$ cat config.mk
export PLATFORM = sky130hd
export DESIGN_NAME = ex_mem_latch_flat
export DESIGN_NICKNAME = d
export VERILOG_FILES = /design/src/rtl/ex_mem_latch_if.sv /design/src/rtl/ex_mem_latch.sv /design/src/flat_wrapper.sv
export SDC_FILE = /design/constraint.sdc
export NUM_CORES = 1
export LEC_CHECK = 0
export CAP_MARGIN = 40
export CORE_ASPECT_RATIO = 1.4
export CORE_MARGIN = 10
export CORE_UTILIZATION = 38
export DETAILED_ROUTE_END_ITERATION = 8
export PLACE_DENSITY = 0.82
export SYNTH_ARGS = -nofsm -noshare
export SYNTH_HDL_FRONTEND = slang
export SYNTH_SLANG_ARGS = --single-unit
$ cat constraint.sdc
create_clock -name clk -period 1.8 [get_ports clk]
set_clock_uncertainty 0.1 [all_clocks]
set_input_delay 0.18 -clock clk [delete_from_list [all_inputs] [get_ports clk]]
set_output_delay 0.18 -clock clk [all_outputs]
set_load 0.01 [all_outputs]
$ cat src/rtl/ex_mem_latch_if.sv
// Execute-to-memory pipeline bus: control inputs, captured fields and stage outputs.
interface ex_mem_latch_if #(
  parameter int DATA_W = 16,
  parameter int REG_W  = 3,
  parameter int CNT_W  = 16
);
  logic              stall;
  logic              flush;
  logic              in_valid;
  logic [DATA_W-1:0] in_aluResult;
  logic [DATA_W-1:0] in_writeData;
  logic              in_memWrite;
  logic              in_memRead;
  logic              in_halt;
  logic              in_regWrite;
  logic [REG_W-1:0]  in_writeReg;
  logic              in_memToReg;

  logic              out_valid;
  logic [DATA_W-1:0] aluResult;
  logic [DATA_W-1:0] writeData;
  logic              memWrite;
  logic              memRead;
  logic              memReadorWrite;
  logic              halt;
  logic              regWrite;
  logic [REG_W-1:0]  writeReg;
  logic              memToReg;
  logic              halted;
  logic [CNT_W-1:0]  inst_count;

  // Execute side: drives the next instruction, observes the stage.
  modport master (
    output stall, flush, in_valid, in_aluResult, in_writeData, in_memWrite,
           in_memRead, in_halt, in_regWrite, in_writeReg, in_memToReg,
    input  out_valid, aluResult, writeData, memWrite, memRead, memReadorWrite,
           halt, regWrite, writeReg, memToReg, halted, inst_count
  );

  // Pipeline register side.
  modport slave (
    input  stall, flush, in_valid, in_aluResult, in_writeData, in_memWrite,
           in_memRead, in_halt, in_regWrite, in_writeReg, in_memToReg,
    output out_valid, aluResult, writeData, memWrite, memRead, memReadorWrite,
           halt, regWrite, writeReg, memToReg, halted, inst_count
  );
endinterface

$ cat src/rtl/ex_mem_latch.sv
// EX/MEM pipeline register with stall, flush, halt-to-dump conversion and a
// wrapping count of valid instructions handed to the memory stage.
module ex_mem_latch #(
  parameter int DATA_W = 16,
  parameter int REG_W  = 3,
  parameter int CNT_W  = 16
) (
  input  logic          clk,
  input  logic          rst,   // asynchronous, active low
  ex_mem_latch_if.slave bus
);

  localparam logic [1:0] ST_RUN    = 2'd0;
  localparam logic [1:0] ST_DUMP   = 2'd1;
  localparam logic [1:0] ST_HALTED = 2'd2;

  logic [1:0]        state_q,        state_d;
  logic              valid_q,        valid_d;
  logic [DATA_W-1:0] alu_result_q,   alu_result_d;
  logic [DATA_W-1:0] write_data_q,   write_data_d;
  logic              mem_write_q,    mem_write_d;
  logic              mem_read_q,     mem_read_d;
  logic              reg_write_q,    reg_write_d;
  logic [REG_W-1:0]  write_reg_q,    write_reg_d;
  logic              mem_to_reg_q,   mem_to_reg_d;
  logic [CNT_W-1:0]  inst_count_q,   inst_count_d;

  // Next-state logic: flush beats stall in RUN; DUMP lasts one cycle; HALTED is sticky.
  always_comb begin
    // NOTE: every _d starts as its _q so no path leaves a value unassigned (no latches).
    state_d      = state_q;
    valid_d      = valid_q;
    alu_result_d = alu_result_q;
    write_data_d = write_data_q;
    mem_write_d  = mem_write_q;
    mem_read_d   = mem_read_q;
    reg_write_d  = reg_write_q;
    write_reg_d  = write_reg_q;
    mem_to_reg_d = mem_to_reg_q;
    inst_count_d = inst_count_q;

    case (state_q)
      ST_RUN: begin
        if (bus.flush) begin
          valid_d      = 1'b0;
          alu_result_d = '0;
          write_data_d = '0;
          mem_write_d  = 1'b0;
          mem_read_d   = 1'b0;
          reg_write_d  = 1'b0;
          write_reg_d  = '0;
          mem_to_reg_d = 1'b0;
        end else if (!bus.stall) begin
          valid_d      = bus.in_valid;
          alu_result_d = bus.in_aluResult;
          write_data_d = bus.in_writeData;
          mem_write_d  = bus.in_memWrite;
          mem_read_d   = bus.in_memRead;
          reg_write_d  = bus.in_regWrite;
          write_reg_d  = bus.in_writeReg;
          mem_to_reg_d = bus.in_memToReg;
          if (bus.in_valid) begin
            inst_count_d = inst_count_q + CNT_W'(1);
            if (bus.in_halt) state_d = ST_DUMP;
          end
        end
      end
      ST_DUMP: begin
        // The halt entry stays visible for its dump cycle, then the stage empties.
        state_d = ST_HALTED;
        valid_d = 1'b0;
      end
      ST_HALTED: ;
      default: state_d = ST_RUN;
    endcase
  end

  // State and field registers, cleared the moment reset asserts.
  always_ff @(posedge clk or negedge rst) begin
    if (!rst) begin
      state_q      <= ST_RUN;
      valid_q      <= 1'b0;
      alu_result_q <= '0;
      write_data_q <= '0;
      mem_write_q  <= 1'b0;
      mem_read_q   <= 1'b0;
      reg_write_q  <= 1'b0;
      write_reg_q  <= '0;
      mem_to_reg_q <= 1'b0;
      inst_count_q <= '0;
    end else begin
      // NOTE: non-blocking so every flop samples the pre-edge values of the others.
      state_q      <= state_d;
      valid_q      <= valid_d;
      alu_result_q <= alu_result_d;
      write_data_q <= write_data_d;
      mem_write_q  <= mem_write_d;
      mem_read_q   <= mem_read_d;
      reg_write_q  <= reg_write_d;
      write_reg_q  <= write_reg_d;
      mem_to_reg_q <= mem_to_reg_d;
      inst_count_q <= inst_count_d;
    end
  end

  logic run_ok;

  // Output gating: side effects only for a valid entry while running.
  always_comb begin
    run_ok             = valid_q & (state_q == ST_RUN);
    bus.out_valid      = valid_q;
    bus.aluResult      = alu_result_q;
    bus.writeData      = write_data_q;
    bus.memWrite       = mem_write_q & run_ok;
    bus.memRead        = mem_read_q & run_ok;
    bus.memReadorWrite = (mem_write_q | mem_read_q) & run_ok;
    bus.regWrite       = reg_write_q & run_ok;
    bus.writeReg       = write_reg_q;
    bus.memToReg       = mem_to_reg_q & (state_q != ST_HALTED);
    bus.halt           = (state_q == ST_DUMP);
    bus.halted         = (state_q == ST_HALTED);
    bus.inst_count     = inst_count_q;
  end

endmodule

$ cat src/flat_wrapper.sv
// flat-port wrapper written by rule: the top's interface ports become plain ports
module ex_mem_latch_flat 
#(
  parameter int DATA_W = 16,
  parameter int REG_W  = 3,
  parameter int CNT_W  = 16
)
  (clk, rst, bus_stall, bus_flush, bus_in_valid, bus_in_aluResult, bus_in_writeData, bus_in_memWrite, bus_in_memRead, bus_in_halt, bus_in_regWrite, bus_in_writeReg, bus_in_memToReg, bus_out_valid, bus_aluResult, bus_writeData, bus_memWrite, bus_memRead, bus_memReadorWrite, bus_halt, bus_regWrite, bus_writeReg, bus_memToReg, bus_halted, bus_inst_count);
  ex_mem_latch_if #(.DATA_W(DATA_W), .REG_W(REG_W), .CNT_W(CNT_W)) bus_i ();
  input  logic clk;
  input  logic rst;
  input wire logic [$bits(bus_i.stall)-1:0] bus_stall;
  input wire logic [$bits(bus_i.flush)-1:0] bus_flush;
  input wire logic [$bits(bus_i.in_valid)-1:0] bus_in_valid;
  input wire logic [$bits(bus_i.in_aluResult)-1:0] bus_in_aluResult;
  input wire logic [$bits(bus_i.in_writeData)-1:0] bus_in_writeData;
  input wire logic [$bits(bus_i.in_memWrite)-1:0] bus_in_memWrite;
  input wire logic [$bits(bus_i.in_memRead)-1:0] bus_in_memRead;
  input wire logic [$bits(bus_i.in_halt)-1:0] bus_in_halt;
  input wire logic [$bits(bus_i.in_regWrite)-1:0] bus_in_regWrite;
  input wire logic [$bits(bus_i.in_writeReg)-1:0] bus_in_writeReg;
  input wire logic [$bits(bus_i.in_memToReg)-1:0] bus_in_memToReg;
  output wire logic [$bits(bus_i.out_valid)-1:0] bus_out_valid;
  output wire logic [$bits(bus_i.aluResult)-1:0] bus_aluResult;
  output wire logic [$bits(bus_i.writeData)-1:0] bus_writeData;
  output wire logic [$bits(bus_i.memWrite)-1:0] bus_memWrite;
  output wire logic [$bits(bus_i.memRead)-1:0] bus_memRead;
  output wire logic [$bits(bus_i.memReadorWrite)-1:0] bus_memReadorWrite;
  output wire logic [$bits(bus_i.halt)-1:0] bus_halt;
  output wire logic [$bits(bus_i.regWrite)-1:0] bus_regWrite;
  output wire logic [$bits(bus_i.writeReg)-1:0] bus_writeReg;
  output wire logic [$bits(bus_i.memToReg)-1:0] bus_memToReg;
  output wire logic [$bits(bus_i.halted)-1:0] bus_halted;
  output wire logic [$bits(bus_i.inst_count)-1:0] bus_inst_count;
  assign bus_i.stall = bus_stall;
  assign bus_i.flush = bus_flush;
  assign bus_i.in_valid = bus_in_valid;
  assign bus_i.in_aluResult = bus_in_aluResult;
  assign bus_i.in_writeData = bus_in_writeData;
  assign bus_i.in_memWrite = bus_in_memWrite;
  assign bus_i.in_memRead = bus_in_memRead;
  assign bus_i.in_halt = bus_in_halt;
  assign bus_i.in_regWrite = bus_in_regWrite;
  assign bus_i.in_writeReg = bus_in_writeReg;
  assign bus_i.in_memToReg = bus_in_memToReg;
  assign bus_out_valid = bus_i.out_valid;
  assign bus_aluResult = bus_i.aluResult;
  assign bus_writeData = bus_i.writeData;
  assign bus_memWrite = bus_i.memWrite;
  assign bus_memRead = bus_i.memRead;
  assign bus_memReadorWrite = bus_i.memReadorWrite;
  assign bus_halt = bus_i.halt;
  assign bus_regWrite = bus_i.regWrite;
  assign bus_writeReg = bus_i.writeReg;
  assign bus_memToReg = bus_i.memToReg;
  assign bus_halted = bus_i.halted;
  assign bus_inst_count = bus_i.inst_count;
  ex_mem_latch #(.DATA_W(DATA_W), .REG_W(REG_W), .CNT_W(CNT_W)) u_core (.clk(clk), .rst(rst), .bus(bus_i));
endmodule
**Word level (Yosys, flattened, before mapping)**

Index checks and enable logic that the tools add are counted.

- Output and inout bits: 59
- Word-level logic and storage cells: 58
- Flip-flop bits (word level): 58

- Multiplexer cells: 22
- Reductions and logical operators: 6
- $add $sub $neg: 1
- Equal/unequal tests: 9
- Bitwise gates (word level): 10

Operators by type and width:

| kind | count |
|---|---|
| $mux 16 | 4 |
| $add 16x1->16 const B | 1 |
| $mux 1 | 10 |
| $ne 2x2->1 const B | 5 |
| $mux 2 | 4 |
| $and 1x1->1 | 6 |
| $mux 3 | 2 |
| $pmux 2 s3 | 1 |
| $reduce_and 5->1 | 1 |
| $reduce_and 2->1 | 2 |
| $reduce_and 4->1 | 1 |
| $ne 3x3->1 const B | 1 |
| $not 1->1 | 3 |
| $eq 2x1->1 const B | 1 |
| $eq 2x2->1 const B | 1 |
| $logic_not 2->1 | 1 |
| $ne 2x1->1 const B | 1 |
| $pmux 1 s2 | 1 |
| $reduce_bool 2->1 | 1 |
| $or 1x1->1 | 1 |

**Longest topological paths before layout**

Gate-level depths: netlist of run 1.

- Depth after elaboration: 5
- Depth in mapped cells: 6

**Worst setup path before layout of run 1**

No wires, ideal clock.

- Kind: reg-to-reg
- Start: register u_core.inst_count_q[2] (netlist: u_core.bus.inst_count[2])
- End: register u_core.inst_count_q[10] (netlist: u_core.bus.inst_count[10])
- Data required time: 1621 ps
- Cell stages (with the launch flop): 5
- Clock period less this slack: 1777 ps
- Data arrival time: 1598 ps
- Library setup time: 79 ps
- Slack: 23 ps
- Cells stage by stage: dfrtp_1 -> or3b_1 -> or4_4 -> nor2_2 -> xor2_1

- Cells in the longest elaborated chain, start to end: 1

RTL lines:

| element | RTL line | RTL |
|---|---|---|
| start, declared | ex_mem_latch.sv:26 | `logic [CNT_W-1:0] inst_count_q, inst_count_d;` |
| start signal, assigned | ex_mem_latch.sv:102 | `inst_count_q <= inst_count_d;` |
| $add 16x1->16 | ex_mem_latch.sv:63 | `inst_count_d = inst_count_q + CNT_W'(1);` |

Every way passes these cells.
A chain may end at the register's enable or synchronous reset.

**Final worst setup path of run 1**

- Start: register u_core.state_q[0]
- End: register u_core.inst_count_q[10] (netlist: u_core.bus.inst_count[10])

- Cells in the longest elaborated chain, start to end: 2

RTL lines:

| element | RTL line | RTL |
|---|---|---|
| start, declared | ex_mem_latch.sv:17 | `logic [1:0] state_q, state_d;` |
| start signal, assigned | ex_mem_latch.sv:93 | `state_q <= state_d;` |
| $logic_not 2->1 | ex_mem_latch.sv:42 | `case (state_q)` |
| $reduce_and 4->1 (no source line) | n/a |  |

Every way passes these cells.

==> out/qor.yml, run 1 <==
status:
  outcome: "complete, no violations"
clock_network:
  cts.sinks: 58
  clockRootBuffer: "clkbuf_8"
  cts.reportedPaths.clkPinSlew_ps: 70
  cts_tree: "yes"
  clock_path_buffers: 2
  clk_latency_ps: 330
  cts_buffers: 9
  h-tree-depth: 3
place:
  numPortBuffers: 103
  dp.cells: 424
  gp_congestion: 0.773
  dp.final_hpwl_um: 5080
worst_setup_path:
  cp_data_arrival_time_ps: 1940
  worstPathMaxFanout: 4
  r2r_cells: 4
  crit_family: "simple AND/OR/NAND/NOR gates"
  critical_path.max_stage_delay_ps: 540
  required_ps: 1950
  cp_cell_sequence: "or3b_4 > or4_4 > nor2_2 > xor2_1"
  crit_cells: 4
  cp-end-kind: "register"
  cp_num_buf_inv: 0
  crit_type: "register to register"
  cp_slowest_cell: "or4_4"
  start_kind: "register"
routing:
  wl_per_cell_um: 15.1
  drtIter0Drc: 72
  vias: 2089
  wl_um: 6670
  drtAntennaViolNets: 0
  drc: 0
  vias_per_cell: 4.74
  firstDrtPassIters: 4
sta:
  tns_ps: 0
  post-route-period-util_pct: 99.5
  drv_slew: 0
  finalSetupViolCount: 0
  rsz0062_at_grt: "true"
  slew_headroom_pct: 78.3
  hold_viol: 0
  min_period_ps: 1790
  tightest_slew_ps: 325
  fmax_ghz: 0.559
synthesis:
  yosys.area.top_type_share_pct: 58.0
  ys_ff_latch: 58
  synthCells: 247
  yosysWarnings: 0
  syn_area_um2: 2500
  ys_top_cells_by_area: "dfrtp_1 58%, nand2b_1 9.8%, o21ai_0 7.8%"
  seq_area_frac_synth_pct: 58.0
  synth.distinct_cells: 27
  synth_nets: 293
  syn_area_per_cell_um2: 10.1
  yosysTopAreaCell: "dfrtp_1"
final_layout:
  fillers: 536
  syn_to_final_growth_pct: 57.4
  fin_util_pct: 62.5
  finalNonFillerCells: 441
  finalNetCount: 412
  drive_above_1_share_pct: 11.1
  antenna_cells: 0
power_and_ir_drop:
  power.share.clock_pct: 23.6
  p_switching_mw: 1.58
  switching_share_pct: 31.6
  p_int_mw: 3.41
  p_leak_nw: 1.75
  peakVddDrop_mv: 0.990
  p_seq_share_pct: 38.6
  pwr-share-comb_pct: 37.8
  p_per_area_nw_per_um2: 1270
global_routing:
  first_global_vias: 2178
  grt_antenna_before_repair: 1
  grt-ovfl-total: 0
  grt_pass1_wl_um: 11000
  grt_max_degree: 59
  grt_use_total_pct: 13.7
floorplan:
  die_x_um: 88.6
  top_level_ports: 104
  dieArea_um2: 10300
  core_area_um2: 6300
  rows: 34
  start_util_pct: 39.7
  die_y_um: 116
job:
  max_cap_violations: 0
worst_hold_path:
  hold_path_class: "input pin to asynchronous set/reset pin"
[repair_timing]
item                       in CTS  in global routing
hold buffers                    1                  0
gates cloned                    0                  0
setup endpoints to repair       8                 11
pin swaps                       0                  0
hold endpoints to repair       58                  0
setup buffers                   0                  2
gates resized for setup        10                  4
[cell type report]
type | count | area [um^2] | share of cell area [%]
repair buffers | 120 | 1180 | 29.9
clock buffers | 11 | 151 | 3.84
flip-flops and latches | 58 | 1450 | 36.9
well taps | 72 | 90.1 | 2.29
inverters | 1 | 3.75 | 0.0953
clock inverters | 3 | 40.0 | 1.02
multi-input cells | 176 | 1020 | 26.0
[kinds of logic (layout without fill, tap and decap cells)]
kind of cell / count (synthesis) / in the layout / synth area share, %
adder cells (fa/ha/maj): 1 / 1 / 0.500
XOR/XNOR: 15 / 15 / 5.25
AO/OA/AOI/OAI: 41 / 41 / 8.40
flip-flops: 58 / 58 / 58.0
multiplexers: 1 / 1 / 0.450
buffers and inverters: 13 / 135 / 1.95
AND/OR/NAND/NOR: 118 / 118 / 25.5
[synthesized netlist by cell type]
library cell	n
nand3b_1	1
nor2_1	4
and3_1	7
or4_4	1
nor4b_2	1
mux2_2	1
clkbuf_1	12
xor2_1	5
nor2_2	1
nand4_1	2
o21ai_0	39
dfrtp_1	58
and4_1	2
nand2_1	44
or3b_4	1
nor2b_1	3
xnor2_1	10
o21ai_1	1
nor4_1	1
o211a_1	1
nand3_1	8
ha_1	1
nand2b_1	39
inv_1	1
nor3b_1	1
or2_2	1
or3b_1	1
[per-layer routing]
layer / GRT usage, % / vias up / share of wire (%)
met5: 0 / - / 0
met4: 5.19 / 0 / 0.96
met3: 5.90 / 6 / 8.8
met2: 21.7 / 70 / 50
met1: 16.0 / 960 / 40
li1: - / 1053 / -
[registers in the layout (all words and copies together) (netlist names)]
signal / flops
u_core.bus.inst_count: 16
u_core.reg_write_q: 1
u_core.mem_to_reg_q: 1
u_core.bus.writeReg: 3
u_core.mem_write_q: 1
u_core.mem_read_q: 1
u_core.bus.out_valid: 1
u_core.state_q: 2
u_core.bus.writeData: 16
u_core.bus.aluResult: 16
[power groups by stage]
stage	Combinational, mW	Clock, mW	Sequential, mW
floorplan	0.557	0	2.10
global placement	1.87	0	1.93
detailed placement	1.90	0	1.95
CTS	1.90	1.22	1.93
global route	2.08	1.28	1.98
finish	1.88	1.18	1.93
[stage by stage]
| stage | instance area, um^2 | total power, mW | hold slack, ps | setup WS [ps] |
|---|---|---|---|---|
| floorplan | 2500 | 2.65 | -216 | 22.7 |
| global placement | 3710 | 3.79 | 108 | -206 |
| detailed placement | 3710 | 3.86 | 114 | -232 |
| CTS | 3910 | 5.05 | 293 | -24.7 |
| global route | 3940 | 5.34 | 306 | -29.1 |
| finish | 3940 | 4.99 | 286 | 9.63 |
[worst min-delay path, delay by kind of cell]
family / cells / cell delay (ps)
buffers and inverters: 3 / 920
[cell usage in the layout, fill, tap and decap left out, types with 2 or more instances in the layout]
cell,instances
and3_1,7
xnor2_1,10
clkdlybuf4s50_1,95
nor2_1,3
dfrtp_1,57
nand3_1,8
nand4_1,2
xor2_1,5
or3b_4,2
clkinv_2,2
clkbuf_8,11
dlygate4sd2_1,4
buf_12,2
nand2_1,44
and4_1,2
o21ai_0,39
nand2b_1,39
nor2b_1,3
buf_4,14
clkdlybuf4s15_1,3
[final timing paths]
kind                                             end                       from  slack [ps]
min                         u_core.bus.inst_count[6]                        rst         290
min in group clk             u_core.bus.writeData[3]        bus_in_writeData[3]         310
max in group asynchronous   u_core.bus.writeData[12]                        rst        1060
max reg2reg                u_core.bus.inst_count[10]          u_core.state_q[0]          10
max                        u_core.bus.inst_count[10]          u_core.state_q[0]          10
min reg2reg                u_core.bus.inst_count[15]  u_core.bus.inst_count[15]         370
No activity file was read; power rests on OpenSTA's default activity.
==> run 2: changes to the inputs <==
CTS_BUF_LIST = sky130_fd_sc_hd__clkbuf_16   (was default)
GPL_ROUTABILITY_DRIVEN = 0   (was default)
SLEW_MARGIN = 0   (was default)
==> out/qor.yml, run 2 (same netlist as run 1, synthesis figures left out) <==
status:
  outcome: "complete, no violations"
final_layout:
  antenna_cells: 0  # unchanged
  postLayoutCellArea_um2: 4020  # +2.0%
  drive_above_1_share_pct: 10.6  # -0.54 points
  layout_commonest_cell: "clkdlybuf4s50_1"
  finalNetCount: 412  # unchanged
  mostFrequentLayoutCells: "95 x clkdlybuf4s50_1, 58 x dfrtp_1, 44 x nand2_1"
  syn_to_final_growth_pct: 60.5
  fin_util_pct: 63.8  # +1.3 points
sta:
  finalSetupViolCount: 0  # unchanged
  fmax_ghz: 0.560  # +0.28%
  rsz0062_at_grt: "true"
  tightest_slew_ps: 324  # -0.533 ps
  min_period_ps: 1790  # -5.06 ps
  hold_viol: 0  # unchanged
  drv_slew: 0  # unchanged
  slew_headroom_pct: 78.4  # about the same
  post-route-period-util_pct: 99.2  # -0.28 points
  hold_slack_ps: 300  # +13.8 ps
routing:
  drtIter0Drc: 62  # -14%
  drtAntennaViolNets: 0  # unchanged
  wl_um: 6680  # +0.18%
  wl_per_cell_um: 15.1  # +0.18%
  firstDrtPassIters: 5  # +1
  vias_per_cell: 4.77  # +0.77%
  vias: 2105  # +0.77%
  drc: 0  # unchanged
clock_network:
  h-tree-depth: 3  # unchanged
  cts_tree: "yes"
  clock_path_buffers: 2  # unchanged
  clockRootBuffer: "clkbuf_16"
  clk_latency_ps: 320  # about the same
  cts.sinks: 58  # unchanged
  cts_buffers: 9  # unchanged
  cts.reportedPaths.clkPinSlew_ps: 50  # -20 ps
job:
  max_cap_violations: 0  # unchanged
worst_setup_path:
  start_kind: "register"
  cp-end-kind: "register"
  rr_startpoint: "u_core.state_q[0]"
  r2r-end: "u_core.bus.inst_count[10]"
  worstPathMaxFanout: 4  # unchanged
  worst-r2r-setup-slack_ps: 10  # about the same
  cp_data_arrival_time_ps: 1920  # -20 ps
  r2r_cells: 4  # unchanged
  crit_type: "register to register"
  required_ps: 1940  # about the same
  startpoint: "u_core.state_q[0]"
floorplan:
  start_util_pct: 39.7  # unchanged
  dieArea_um2: 10300  # unchanged
  core_area_um2: 6300  # unchanged
  top_level_ports: 104  # unchanged
  die_y_um: 116  # unchanged
  die_x_um: 88.6  # unchanged
  rows: 34  # unchanged
global_routing:
  grt_max_degree: 59  # unchanged
  grt-ovfl-total: 0  # unchanged
  grt_use_total_pct: 13.7  # +0.016 points
  grt_antenna_before_repair: 0  # -1
  first_global_vias: 2184  # +0.28%
  grt_pass1_wl_um: 11000  # about the same
power_and_ir_drop:
  p_per_area_nw_per_um2: 1340  # +5.8%
  p_total_mw: 5.39  # +8.0%
  peakVddDrop_mv: 0.771  # -22%
  p_leak_nw: 1.79  # +2.2%
place:
  numPortBuffers: 103  # unchanged
  dpl_cell_area_um2: 3710  # unchanged
  dp.final_hpwl_um: 5080  # unchanged
worst_hold_path:
  hold_path_class: "input pin to asynchronous set/reset pin"
run 2: cell types whose count changed in the layout (fill, tap and decap cells not counted), sizes merged:
cell           previous run  this run
clkbuf                   11         9
clkinv                    2         4
clkdlybuf4s15             3         2
dlygate4sd2               4         5
run 2: area by class of cell:
type                            instances  area (um^2)
Fill cell                             524         2280
Sequential cell                        58         1450
Timing Repair Buffer                  120         1170
Multi-Input combinational cell        176         1020
Clock buffer                            9          225
Tap cell                               72         90.1
Clock inverter                          5         47.5
Inverter                                1         3.75
run 2: report_power, final:
part / internal, mW / leakage [nW] / switching [mW] / total [mW]
Sequential: 1.69 / 0.763 / 0.241 / 1.93
Combinational: 1.02 / 0.890 / 0.857 / 1.88
Clock: 1.04 / 0.136 / 0.538 / 1.58
Total: 3.75 / 1.79 / 1.64 / 5.39
run 2: per-stage QoR:
step	setup WS [ps]	instances	TNS, ps
2_1_floorplan	22.7	247	0
3_3_place_gp	-206	424	-1280
3_5_place_dp	-232	424	-1620
4_1_cts	-6.24	439	-6.24
5_1_grt	-32.1	441	-105
6_report	14.7	441	0
run 2: worst max-delay path: stages, from the launching register on:
cell     delay, ps
dfrtp_1        410
or3b_4         410
or4_4          540
nor2_2         100
xor2_1         140
run 2: worst max-delay path by stage:
stage / end / slack [ps]
2_1_floorplan: u_core.bus.inst_count[10] / 20
5_1_grt: bus_memReadorWrite / -30
4_1_cts: bus_memRead / -6
3_5_place_dp: u_core.bus.inst_count[10] / -230
6_report: u_core.bus.inst_count[10] / 10
3_3_place_gp: u_core.bus.inst_count[10] / -210
run 2: per-layer routing:
layer / wire [um] / global-route usage, %
met1: 2700 / 16.2
met2: 3350 / 21.8
met3: 550 / 4.99
met4: 83 / 5.84
met5: 0 / 0
run 2: timing repair:
item / 4_1_cts / 5_1_grt
gates resized for setup: 11 / 1
setup buffers: 0 / 2
pin swaps: 0 / 0
hold buffers: 1 / 0
setup endpoints to repair: 8 / 7
endpoints found under the hold margin: 58 / 0
==> run 3: changes to the inputs <==
CORE_ASPECT_RATIO = 0.75   (was 1.4)
CTS_BUF_LIST = default   (was sky130_fd_sc_hd__clkbuf_16)
==> out/qor.yml, run 3 (same netlist as run 1, synthesis figures left out) <==
worst_hold_path:
  hold_path_class: "input pin to asynchronous set/reset pin"
power_and_ir_drop:
  p_seq_share_pct: 38.9  # +3.0 points
  switching_share_pct: 32.0  # +1.6 points
  p_switching_mw: 1.60  # -2.4%
  peakVddDrop_mv: 0.613  # -21%
  p_per_area_nw_per_um2: 1270  # -5.6%
  p_int_mw: 3.40  # -9.4%
  p_leak_nw: 1.76  # -1.7%
  pwr-share-comb_pct: 38.5  # +3.6 points
  p_total_mw: 4.99  # -7.3%
  power.share.clock_pct: 22.6  # -6.7 points
routing:
  vias_per_cell: 4.71  # -1.4%
  wl_per_cell_um: 16.1  # +6.2%
  drc: 0  # unchanged
  vias: 2118  # +0.62%
  wl_um: 7240  # +8.4%
  drtAntennaViolNets: 0  # unchanged
  drtIter0Drc: 56  # -9.7%
  firstDrtPassIters: 4  # -1
final_layout:
  syn_to_final_growth_pct: 57.8
  postLayoutCellArea_um2: 3950  # -1.7%
  antenna_cells: 0  # unchanged
  drive_above_1_share_pct: 11.4  # +0.81 points
  mostFrequentLayoutCells: "95 x clkdlybuf4s50_1, 57 x dfrtp_1, 44 x nand2_1"
  layout_commonest_cell: "clkdlybuf4s50_1"
  finalNetCount: 411  # -0.24%
clock_network:
  cts.sinks: 58  # unchanged
  clock_path_buffers: 2  # unchanged
  clockRootBuffer: "clkbuf_8"
  cts_buffers: 9  # unchanged
  clk_latency_ps: 320  # about the same
  cts_tree: "yes"
  cts.reportedPaths.clkPinSlew_ps: 70  # +20 ps
  postCtsSetupBuffers: 0  # unchanged
  h-tree-depth: 3  # unchanged
sta:
  post-route-period-util_pct: 98.2  # -0.99 points
  rsz0062_at_grt: "true"
  tightest_slew_ps: 539  # +215 ps
  fmax_ghz: 0.566  # +1.0%
  min_period_ps: 1770  # -17.9 ps
  drv_slew: 0  # unchanged
  slew_headroom_pct: 64.1  # -14 points
  hold_viol: 0  # unchanged
  finalSetupViolCount: 0  # unchanged
  hold_slack_ps: 300  # +0.283 ps
job:
  max_cap_violations: 0  # unchanged
worst_setup_path:
  cp_data_arrival_time_ps: 1920  # about the same
  start_kind: "input pin"
  worstPathMaxFanout: 4  # unchanged
  required_ps: 1950  # about the same
  crit_type: "input pin to register"
  cp-end-kind: "register"
floorplan:
  rows: 25  # -26%
  die_y_um: 90.3  # -22%
  dieArea_um2: 10300  # -0.12%
  start_util_pct: 39.4  # -0.34 points
  die_x_um: 114  # +28%
  core_area_um2: 6350  # +0.85%
  top_level_ports: 104  # unchanged
global_routing:
  grt_pass1_wl_um: 11700  # +6.7%
  grt_use_total_pct: 14.1  # +0.42 points
  first_global_vias: 2193  # +0.41%
  grt_max_degree: 54  # -8.5%
  grt-ovfl-total: 0  # unchanged
  grt_antenna_before_repair: 0  # unchanged
place:
  dpl_cell_area_um2: 3730  # +0.51%
  numPortBuffers: 103  # unchanged
  dp.final_hpwl_um: 5700  # +12%
status:
  outcome: "complete, no violations"
run 3: changes by cell type in the layout (fill, tap and decap cells not counted), sizes merged:
cell           change
clkdlybuf4s15      -1
clkbuf             +4
buf                -1
clkinv             -2
run 3: power groups by stage:
stage                     logic [mW]  registers [mW]  clock network, mW
after global placement          1.90            1.93                  0
after CTS                       1.95            1.94               1.17
after global routing            2.10            2.00               1.23
final                           1.92            1.94               1.13
after floorplan                0.557            2.10                  0
after detailed placement        1.95            1.96                  0
run 3: worst paths after layout:
check / cells past startpoint / start / end / slack [ps]
max in group asynchronous: 3 / rst / u_core.bus.aluResult[0] / 610
max reg2reg: 5 / u_core.state_q[0] / u_core.bus.inst_count[11] / 70
min reg2reg: 2 / u_core.bus.aluResult[10] / u_core.bus.aluResult[10] / 380
min: 2 / rst / u_core.bus.inst_count[10] / 300
max: 5 / bus_in_valid / u_core.bus.inst_count[10] / 30
min in group clk: 2 / bus_in_halt / u_core.state_q[0] / 320
run 3: area by class of cell:
class / count / area [um^2]
Clock buffer: 12 / 145
Clock inverter: 3 / 40.0
Fill cell: 534 / 2400
Inverter: 1 / 3.75
Multi-Input combinational cell: 176 / 1040
Sequential cell: 58 / 1450
Tap cell: 81 / 101
Timing Repair Buffer: 119 / 1160
run 3: timing repair:
item	4_1_cts	5_1_grt
pin swaps	0	3
setup endpoints to repair	7	8
cloned	0	0
hold buffers	1	0
gates resized for setup	9	9
endpoints found under the hold margin	23	0
run 3: stage by stage:
stage	TNS [ps]	cells	utilization (%)	setup WS [ps]
after floorplan	0	247	-	22.7
after global placement	-2810	434	58.8	-223
after detailed placement	-3770	434	58.8	-274
after CTS	0	450	61.9	2.66
after global routing	-16.7	450	62.2	-12.1
final	0	450	62.2	32.6
run 3: critical path, cell delays in order:
cell and delay, ps:
clkdlybuf4s50_1 490, or3b_4 420, or4_4 580, nor2_4 110, xor2_1 140
run 3: per-layer routing:
| metal | vias to the layer above | track usage (%) | share of wire [%] | wire [um] |
|---|---|---|---|---|
| li1 | 1049 | - | - | - |
| met1 | 996 | 17.0 | 43 | 3100 |
| met2 | 67 | 22.3 | 48 | 3510 |
| met3 | 6 | 5.78 | 7.6 | 550 |
| met4 | 0 | 4.43 | 1.1 | 80 |
| met5 | - | 0 | 0 | 0 |
